--- src/rtl/fir_sample_source.sv ---
// ---------------------------------------------------------------------------
// fir_sample_source
//
// Programmable stimulus source for the FIR filter sample input. It emits
// bursts of impulse, step, ramp or LFSR-noise samples. A configurable number
// of idle cycles can be inserted between samples. Burst parameters are
// latched when a burst starts, so changes to the inputs mid-burst have no
// effect.
//
// Ports:
//   clk        rising-edge clock
//   reset      asynchronous active-high reset
//   start      begin a burst (accepted only in IDLE or DONE)
//   mode       0 impulse, 1 step, 2 ramp, 3 LFSR noise
//   amplitude  signed amplitude / ramp increment
//   burst_len  number of samples in the burst
//   gap        idle cycles inserted between samples
//   hold       freeze emission while high
//   out_valid  sample valid (drives filter in_valid)
//   out_data   signed sample (drives filter in)
//   sample_idx index of the sample on out_data
//   busy       burst in progress
//   done       one-cycle end-of-burst pulse
//
// Configuration macro:
//   FIR_SRC_SATURATE_EN  when defined, ramp samples saturate instead of
//                        wrapping on two's-complement overflow.
// ---------------------------------------------------------------------------
module fir_sample_source #(
  parameter int DATA_W = 16,
  parameter int LEN_W  = 16
) (
  input  logic              clk,
  input  logic              reset,
  input  logic              start,
  input  logic [1:0]        mode,
  input  logic [DATA_W-1:0] amplitude,
  input  logic [LEN_W-1:0]  burst_len,
  input  logic [3:0]        gap,
  input  logic              hold,
  output logic              out_valid,
  output logic [DATA_W-1:0] out_data,
  output logic [LEN_W-1:0]  sample_idx,
  output logic              busy,
  output logic              done
);

  typedef enum logic [1:0] {
    IDLE = 2'd0,
    EMIT = 2'd1,
    GAP  = 2'd2,
    DONE = 2'd3
  } state_t;

  localparam logic [1:0]  MODE_IMPULSE = 2'd0;
  localparam logic [1:0]  MODE_STEP    = 2'd1;
  localparam logic [1:0]  MODE_RAMP    = 2'd2;
  localparam logic [15:0] LFSR_SEED    = 16'hACE1;

  state_t             r_state;
  logic [1:0]         r_mode;
  logic [DATA_W-1:0]  r_amp;
  logic [LEN_W-1:0]   r_len;
  logic [3:0]         r_gap;
  logic [3:0]         r_gapCnt;
  logic [LEN_W-1:0]   r_idx;
  logic [DATA_W-1:0]  r_ramp;
  logic [15:0]        r_lfsr;
  logic               r_outValid;
  logic [DATA_W-1:0]  r_outData;
  logic [LEN_W-1:0]   r_sampleIdx;
  logic               r_busy;
  logic               r_done;

  state_t             w_nextState;
  logic               w_accept;
  logic               w_emit;
  logic               w_finish;
  logic [3:0]         w_nextGapCnt;
  logic [1:0]         w_mode;
  logic [DATA_W-1:0]  w_amp;
  logic [LEN_W-1:0]   w_len;
  logic [3:0]         w_gap;
  logic [LEN_W-1:0]   w_idx;
  logic [LEN_W-1:0]   w_idxInc;
  logic               w_lastEmit;
  logic [DATA_W-1:0]  w_ramp;
  logic [DATA_W-1:0]  w_rampNext;
  logic [15:0]        w_lfsr;
  logic [15:0]        w_lfsrNext;
  logic [DATA_W-1:0]  w_lfsrSample;
  logic [DATA_W-1:0]  w_sample;

  // A start accepted this cycle emits sample 0 on the same edge, so the
  // emission datapath sees the incoming parameters and a fresh index/ramp/
  // LFSR instead of the latched ones.
  assign w_accept = ((r_state == IDLE) || (r_state == DONE)) && start;
  assign w_mode   = w_accept ? mode      : r_mode;
  assign w_amp    = w_accept ? amplitude : r_amp;
  assign w_len    = w_accept ? burst_len : r_len;
  assign w_gap    = w_accept ? gap       : r_gap;
  assign w_idx    = w_accept ? '0        : r_idx;
  assign w_ramp   = w_accept ? '0        : r_ramp;
  assign w_lfsr   = w_accept ? LFSR_SEED : r_lfsr;

  assign w_idxInc   = w_idx + LEN_W'(1);
  assign w_lastEmit = (w_idxInc == w_len);

  assign w_lfsrNext = {w_lfsr[14:0], w_lfsr[15] ^ w_lfsr[13] ^ w_lfsr[12] ^ w_lfsr[10]};

  // The LFSR is always 16 bits; narrower samples take its low bits and wider
  // samples see it zero-extended.
  generate
    if (DATA_W <= 16) begin : g_lfsrNarrow
      assign w_lfsrSample = w_lfsr[DATA_W-1:0];
    end else begin : g_lfsrWide
      assign w_lfsrSample = {{(DATA_W-16){1'b0}}, w_lfsr};
    end
  endgenerate

  // The ramp is kept as a running accumulator rather than k*amplitude.
  // Saturating accumulation gives the same result as saturating the product,
  // because once the sum clips, a constant increment keeps it clipped.
`ifdef FIR_SRC_SATURATE_EN
  logic [DATA_W:0] w_rampSum;

  assign w_rampSum = {w_ramp[DATA_W-1], w_ramp} + {w_amp[DATA_W-1], w_amp};

  always_comb begin
    w_rampNext = w_rampSum[DATA_W-1:0];
    if (w_rampSum[DATA_W] != w_rampSum[DATA_W-1]) begin
      w_rampNext = w_rampSum[DATA_W] ? {1'b1, {(DATA_W-1){1'b0}}}
                                     : {1'b0, {(DATA_W-1){1'b1}}};
    end
  end
`else
  assign w_rampNext = w_ramp + w_amp;
`endif

  // Sample selection for the index that is about to be emitted.
  always_comb begin
    w_sample = '0;
    case (w_mode)
      MODE_IMPULSE: w_sample = (w_idx == '0) ? w_amp : '0;
      MODE_STEP:    w_sample = w_amp;
      MODE_RAMP:    w_sample = w_ramp;
      default:      w_sample = w_lfsrSample;
    endcase
  end

  // Next-state logic. Outputs are registered, so an "emission" here means the
  // sample is placed on out_data for the following cycle. EMIT with every
  // sample already sent is the last-sample cycle; leaving it raises done.
  always_comb begin
    w_nextState  = r_state;
    w_emit       = 1'b0;
    w_finish     = 1'b0;
    w_nextGapCnt = r_gapCnt;
    case (r_state)
      IDLE, DONE: begin
        w_nextState = IDLE;
        if (start) begin
          if (burst_len == '0) begin
            w_nextState = DONE;
            w_finish    = 1'b1;
          end else if (hold) begin
            w_nextState = EMIT;
          end else begin
            w_emit = 1'b1;
          end
        end
      end
      EMIT: begin
        if (!hold) begin
          if (r_idx == r_len) begin
            w_nextState = DONE;
            w_finish    = 1'b1;
          end else begin
            w_emit = 1'b1;
          end
        end
      end
      GAP: begin
        if (!hold) begin
          if (r_gapCnt == 4'd0) begin
            w_nextState = EMIT;
          end else begin
            w_nextGapCnt = r_gapCnt - 4'd1;
          end
        end
      end
      default: w_nextState = IDLE;
    endcase

    // The gap counter is loaded with gap-1 so that the following emission
    // lands exactly gap+1 cycles after this one.
    if (w_emit) begin
      if (w_lastEmit || (w_gap == 4'd0)) begin
        w_nextState = EMIT;
      end else begin
        w_nextState  = GAP;
        w_nextGapCnt = w_gap - 4'd1;
      end
    end
  end

  // State, latched parameters, generator state and registered outputs.
  always_ff @(posedge clk or posedge reset) begin
    if (reset) begin
      r_state     <= IDLE;
      r_mode      <= '0;
      r_amp       <= '0;
      r_len       <= '0;
      r_gap       <= '0;
      r_gapCnt    <= '0;
      r_idx       <= '0;
      r_ramp      <= '0;
      r_lfsr      <= LFSR_SEED;
      r_outValid  <= 1'b0;
      r_outData   <= '0;
      r_sampleIdx <= '0;
      r_busy      <= 1'b0;
      r_done      <= 1'b0;
    end else begin
      r_state  <= w_nextState;
      r_gapCnt <= w_nextGapCnt;
      if (w_accept) begin
        r_mode <= mode;
        r_amp  <= amplitude;
        r_len  <= burst_len;
        r_gap  <= gap;
        r_idx  <= '0;
        r_ramp <= '0;
        r_lfsr <= LFSR_SEED;
      end
      if (w_emit) begin
        r_idx  <= w_idxInc;
        r_ramp <= w_rampNext;
        r_lfsr <= w_lfsrNext;
      end
      r_outValid  <= w_emit;
      r_outData   <= w_emit ? w_sample : '0;
      r_sampleIdx <= w_emit ? w_idx : '0;
      r_busy      <= (w_nextState == EMIT) || (w_nextState == GAP);
      r_done      <= w_finish;
    end
  end

  assign out_valid  = r_outValid;
  assign out_data   = r_outData;
  assign sample_idx = r_sampleIdx;
  assign busy       = r_busy;
  assign done       = r_done;

endmodule

--- config.mk ---
export PLATFORM = sky130hd
export DESIGN_NAME = fir_sample_source
export DESIGN_NICKNAME = d
export VERILOG_FILES = /design/src/rtl/fir_sample_source.sv
export SDC_FILE = /design/constraint.sdc
export NUM_CORES = 1
export LEC_CHECK = 0
export ABC_AREA = 1
export BUFFER_PORTS_ARGS = -buffer_cell sky130_fd_sc_hd__buf_2
export CORE_ASPECT_RATIO = 0.9
export CORE_MARGIN = 4
export CORE_UTILIZATION = 30
export CTS_CLUSTER_SIZE = 20
export DETAILED_ROUTE_END_ITERATION = 8
export SYNTH_ARGS = -nofsm -noshare
export SYNTH_HDL_FRONTEND = slang
export SYNTH_SLANG_ARGS = --single-unit
--- constraint.sdc ---
create_clock -name clk -period 4.5 [get_ports clk]
set_clock_uncertainty 0.1 [all_clocks]
set_input_delay 0.45 -clock clk [delete_from_list [all_inputs] [get_ports clk]]
set_output_delay 0.45 -clock clk [all_outputs]
set_load 0.02 [all_outputs]
### Word-level counts from Yosys, hierarchy flattened

Index checks and enable logic that the tools add are counted.

* word-level logic and storage cells: 81
* register bits after elaboration: 127
* output and inout port bits: 35

* add/subtract/negate cells: 4
* muxes and demuxes: 40
* equality and inequality tests: 9
* reductions and logical operators: 11
* bitwise gates (word level): 3

Operators by type and width (number)
* two-way mux 16 bit: 11
* case mux 16 bit (3 select lines): 1
* equality test 16 bit: 2
* logical NOT 16 bit: 2
* two-way mux 4 bit: 6
* two-way mux 2 bit: 9
* adder 16 x 1 -> 16 bit, second input constant: 1
* adder 16 bit: 1
* two-way mux 1 bit: 10
* equality test 2 bit, second input constant: 4
* logical NOT 4 bit: 2
* subtractor 4 x 1 -> 4 bit, second input constant: 2
* equality test 2 x 1 -> 1 bit, second input constant: 3
* case mux 2 bit (3 select lines): 1
* logical NOT 2 bit: 2
* case mux 1 bit (2 select lines): 2
* logical OR 1 bit: 3
* XOR 1 bit: 3
* OR reduction 2 bit: 1
* logical AND 1 bit: 1

### Depth between registers and ports, before layout

* word-level depth: 11
* mapped depth: 25
* mapped depth without buffers: 21

### Worst setup path after synthesis

OpenSTA, ideal clock, no wires.

* path kind: flip-flop to flip-flop
* start point: reg r_state[0]
* end point: reg r_ramp[12]
* required time: 4.268 ns
* data arrival time: 3.310 ns
* slack: 0.958 ns
* setup time: 0.132 ns
* cell stages (with the launch flop): 21
* cell sequence: dfrtp_1 inv_1 ha_1 nand2_4 inv_2 buf_4 buf_2 buf_2 buf_2 nor2_1 ha_1 inv_1 fa_1 o21ai_0 a21boi_0 nor2_1 o21ai_0 o21ai_0 nand2_1 nand2_1 o22ai_1

* word-level cells in the longest chain between the ends: 6

Ends and longest elaborated chain
* start: declaration: line 60 `state_t r_state;`
* start signal: assignment: line 225 `r_state <= w_nextState;`
* equality test 2 bit / logical NOT 2 bit (equally long branches): line 97, 159
* logical OR 1 bit: line 97 `assign w_accept = ((r_state == IDLE) || (r_state == DONE)) && start;`
* logical AND 1 bit: line 97
* two-way mux 16 bit
* adder 16 bit: line 137 `assign w_rampNext = w_ramp + w_amp;`
* two-way mux 16 bit (*): line 236 `if (w_emit) begin`
* end signal: assignment: line 238 `r_ramp <= w_rampNext;`
* end: declaration: line 67 `logic [DATA_W-1:0] r_ramp;`

Every way passes the cells marked *; elsewhere a longest branch is shown, timed or not.

### Worst setup path in the final report

* start point: reg r_state[0]
* end point: reg r_ramp[11]

* word-level cells in the longest chain between the ends: 6

Ends and longest elaborated chain
* equality test 2 bit / logical NOT 2 bit (equally long branches): line 97
* logical OR 1 bit (*): line 97
* logical AND 1 bit (*): line 97
* two-way mux 16 bit (*)
* named net w_amp[1]: line 81 `logic [DATA_W-1:0] w_amp;`
* adder 16 bit (*): line 137
* two-way mux 16 bit (*): line 236

Mark *: on every way through the listed nets, which the timed path passes. The rest lies on a longest branch.

==> out/qor.txt <==
TNS Setup: 0 ns
Main synth FF type: dfrtp_1
Worst flop-to-flop path endpoint: r_ramp[11]$_DFF_PP0_
Setup bufs post-CTS: 0
Post-CTS resize count: 0
Synth Area in Compound Gates: 0.114
Num CTS Buffers: 17
Mux cell area share after synthesis: 0.00989
Rows: 53
Endpoints failing setup: 0
Synthesized instance count: 875
CTS Root Cell: clkbuf_16
Final period util: 0.822
Post-synth cell types: 46
Antenna violations before repair: 0
First-pass iteration count of the detailed router: 7
Filler cells: 2404
Final nets: 1014
Slack of the worst reg-to-reg path: 0.80 ns
Ant. Diodes: 0
Worst Setup Start Kind: flip-flop
Post-DRT Antenna Nets: 0
Share of async-settable or async-resettable flops after synthesis: 1.00
CP delay by family, top: compound AO/OA/AOI/OAI gates
Crit-path cells: inv_1 > ha_1 > nand2_4 > inv_2 > or2_2 > o21ai_0 > inv_1 > ha_1 > nand3_1 > nand2_1 > a21oi_1 > o21ai_0 > a21boi_0 > o21ai_0 > o21ai_0 > nand2_1
CTS clk-pin slew, worst paths: 0.07 ns
TritonCTS clock tree: done
Place WS: 0.827 ns
First-pass GRT wire length: 30600 µm
Die W: 170 µm
Setup slack after layout: 0.800 ns
WL per Instance: 14.9 µm
Post-synthesis adder-cell area fraction: 0.0452
Clk_lat worst skew: 0.43 ns
WS Path Type: flip-flop to flip-flop
Area occupied by multi-input gates: 0.00336 mm²
Clock sink count: 127
Vias per inst: 4.80
R2R cell count: 16
CTS max path bufs: 2
Synthesis warning total: 0
Total number of vias: 6057
Syn-to-layout area delta: 17.4%
RSZ-0062 raised after global routing: false
Register area: 0.00319 mm²
CP endpoint kind: flip-flop
Worst path required time: 4.71 ns
First DRT Iteration DRCs: 449
Pin count of the biggest net entering global routing: 98
Layout cells sized above 1: 0.180
Die ar.: 0.0261 mm²
Crit-path max FO: 15
Ports: 77
DR DRC count: 0
Xor/xnor share of the synthesized area: 0.0535
Detail Placement HPWL: 13200 µm
Yosys reg bits: 127
Register area share after synthesis: 0.450
Crit path buffers/inverters: 3
Die Span Y: 154 µm
Post-synth EDFFs: 0
Final wirelength: 18800 µm
Post-synthesis simple-gate area fraction: 0.252
H-tree levels: 4
Least-Margin Pin Slew: 0.915 ns
CP most frequent cell: o21ai_0
Slowest library cell on the worst path: dfrtp_1
Main combinational cell family by area after synthesis: simple AND/OR/NAND/NOR gates
IO buf count: 76
Synth Net Count: 942
Power Density: 689 mW/mm²
FMAX: 270 MHz
Area of the mapped netlist: 0.00708 mm²
Crit path time final: 3.70 ns
Gr usage total: 0.147
Slew headroom: 0.390
Worst hold margin: 0.131 ns
Hold Crit Class: input port to async pin
Initial Util: 0.304
CP arrival: 3.91 ns
Maximum vdd ir drop: 0.302 mV
Core Area: 0.0233 mm²
Leakage: 4.22 nW
Placer congestion estimate: 0.918
RR Startpoint: r_state[0]$_DFF_PP0_
Vias in the first global route: 5825
Final Hold Vio Count: 0
Max-slew violations: 0
Maxcap violations: 0
CP max stage delay: 0.39 ns
GRT Residual Overflow: 0
Outcome: finished clean
Avg Cell Area, Syn: 8.10 µm²
Hold Buf Count CTS: 0
==> how the worst max path moves through the flow <==
stage / cells after the start / end / startpoint / slack [ns]
final: 16 / r_ramp[11]$_DFF_PP0_ / r_state[0]$_DFF_PP0_ / 0.80
after global routing: 16 / r_ramp[11]$_DFF_PP0_ / r_state[0]$_DFF_PP0_ / 0.39
after CTS: 15 / r_ramp[11]$_DFF_PP0_ / r_state[0]$_DFF_PP0_ / 0.80
after detailed placement: 17 / r_ramp[12]$_DFF_PP0_ / r_state[0]$_DFF_PP0_ / 0.83
after global placement: 17 / r_ramp[12]$_DFF_PP0_ / r_state[0]$_DFF_PP0_ / 0.93
after floorplan: 1 / busy$_DFF_PP0_ / reset / 0.58
==> area by class of cell <==
class,count,area share
Clock inverter,13,0.0152
Timing Repair Buffer,83,0.0535
Clock buffer,19,0.0532
Sequential cell,127,0.383
Inverter,99,0.0453
Multi-Input combinational cell,619,0.404
Tap cell,302,0.0454
==> per-layer routing <==
layer,track usage,part of all wire,wire (µm),vias up
met5,0,0,0,-
met4,0.0411,0.017,311,0
met3,0.0308,0.048,912,27
met2,0.226,0.45,8560,187
met1,0.209,0.48,9060,2863
li1,-,-,-,2980
==> through the flow <==
stage          cells   util  area [µm²]  total power [mW]
2_1_floorplan    875      -        7080              3.74
3_3_place_gp    1230  0.333        7750              4.37
3_5_place_dp    1230  0.333        7750              4.39
4_1_cts         1262  0.357        8320              5.78
5_1_grt         1262  0.357        8320              6.21
6_report        1262  0.357        8320              5.73
==> cell usage in the layout, fill, tap and decap left out, types with 9 or more instances in the layout <==
cell type,n
nand2_1,229
dfrtp_1,119
inv_1,91
o21ai_0,79
buf_2,76
nor2_1,60
nand3_1,57
a21oi_1,26
ha_1,24
xnor2_1,23
clkbuf_16,17
or2_2,15
xor2_1,15
nand4_1,14
o21ai_1,9
nand2_2,9
==> worst reg2reg max path: stages (launching register included) <==
cell and delay, ns:
dfrtp_1 0.39, inv_1 0.08, ha_1 0.37, nand2_4 0.10, inv_2 0.15, or2_2 0.32, o21ai_0 0.15, inv_1 0.13
ha_1 0.31, nand3_1 0.08, nand2_1 0.09, a21oi_1 0.33, o21ai_0 0.25, a21boi_0 0.37, o21ai_0 0.16, o21ai_0 0.16
nand2_1 0.07
==> synth_stat cells, types with 8 or more instances <==
cell      instances  area [µm²]
dfstp_2           8         210
xor2_1           15         131
a21oi_1          26         130
a22oi_1           8        60.1
nand2_1         229         860
nand3_1          57         285
inv_1            92         345
o21ai_0          79         395
or2_2            15        93.8
dfrtp_1         119        2980
xnor2_1          23         201
nor2_1           60         225
nand4_1          14        87.6
buf_2            11        55.1
o21ai_1           9        45.0
a221oi_1          8        70.1
nand2_2           9        56.3
clkbuf_1         12        45.0
ha_1             24         300
==> report_power, final <==
part           total [mW]  switching (mW)  internal (mW)
logic                2.68            1.78          0.901
registers            1.71           0.155           1.56
clock network        1.34           0.561          0.784
==> cells by family (layout without fill, tap and decap cells) <==
group                    Yosys count  after routing
AO/OA/AOI/OAI                    142            142
flip-flops                       127            127
adder cells (fa/ha/maj)           25             25
multiplexers                       7              7
buffers and inverters            129            214
AND/OR/NAND/NOR                  405            405
XOR/XNOR                          40             40
==> registers in the layout (all words and copies together), names as in the netlist <==
| signal | count |
|---|---|
| done | 1 |
| r_gapCnt | 4 |
| r_idx | 16 |
| r_mode | 2 |
| r_ramp | 16 |
| r_gap | 4 |
| r_len | 16 |
| r_amp | 16 |
| sample_idx | 16 |
| out_valid | 1 |
| busy | 1 |
| r_lfsr | 16 |
| r_state | 2 |
| out_data | 16 |
Note: power is estimated with default switching activity, not from simulation.
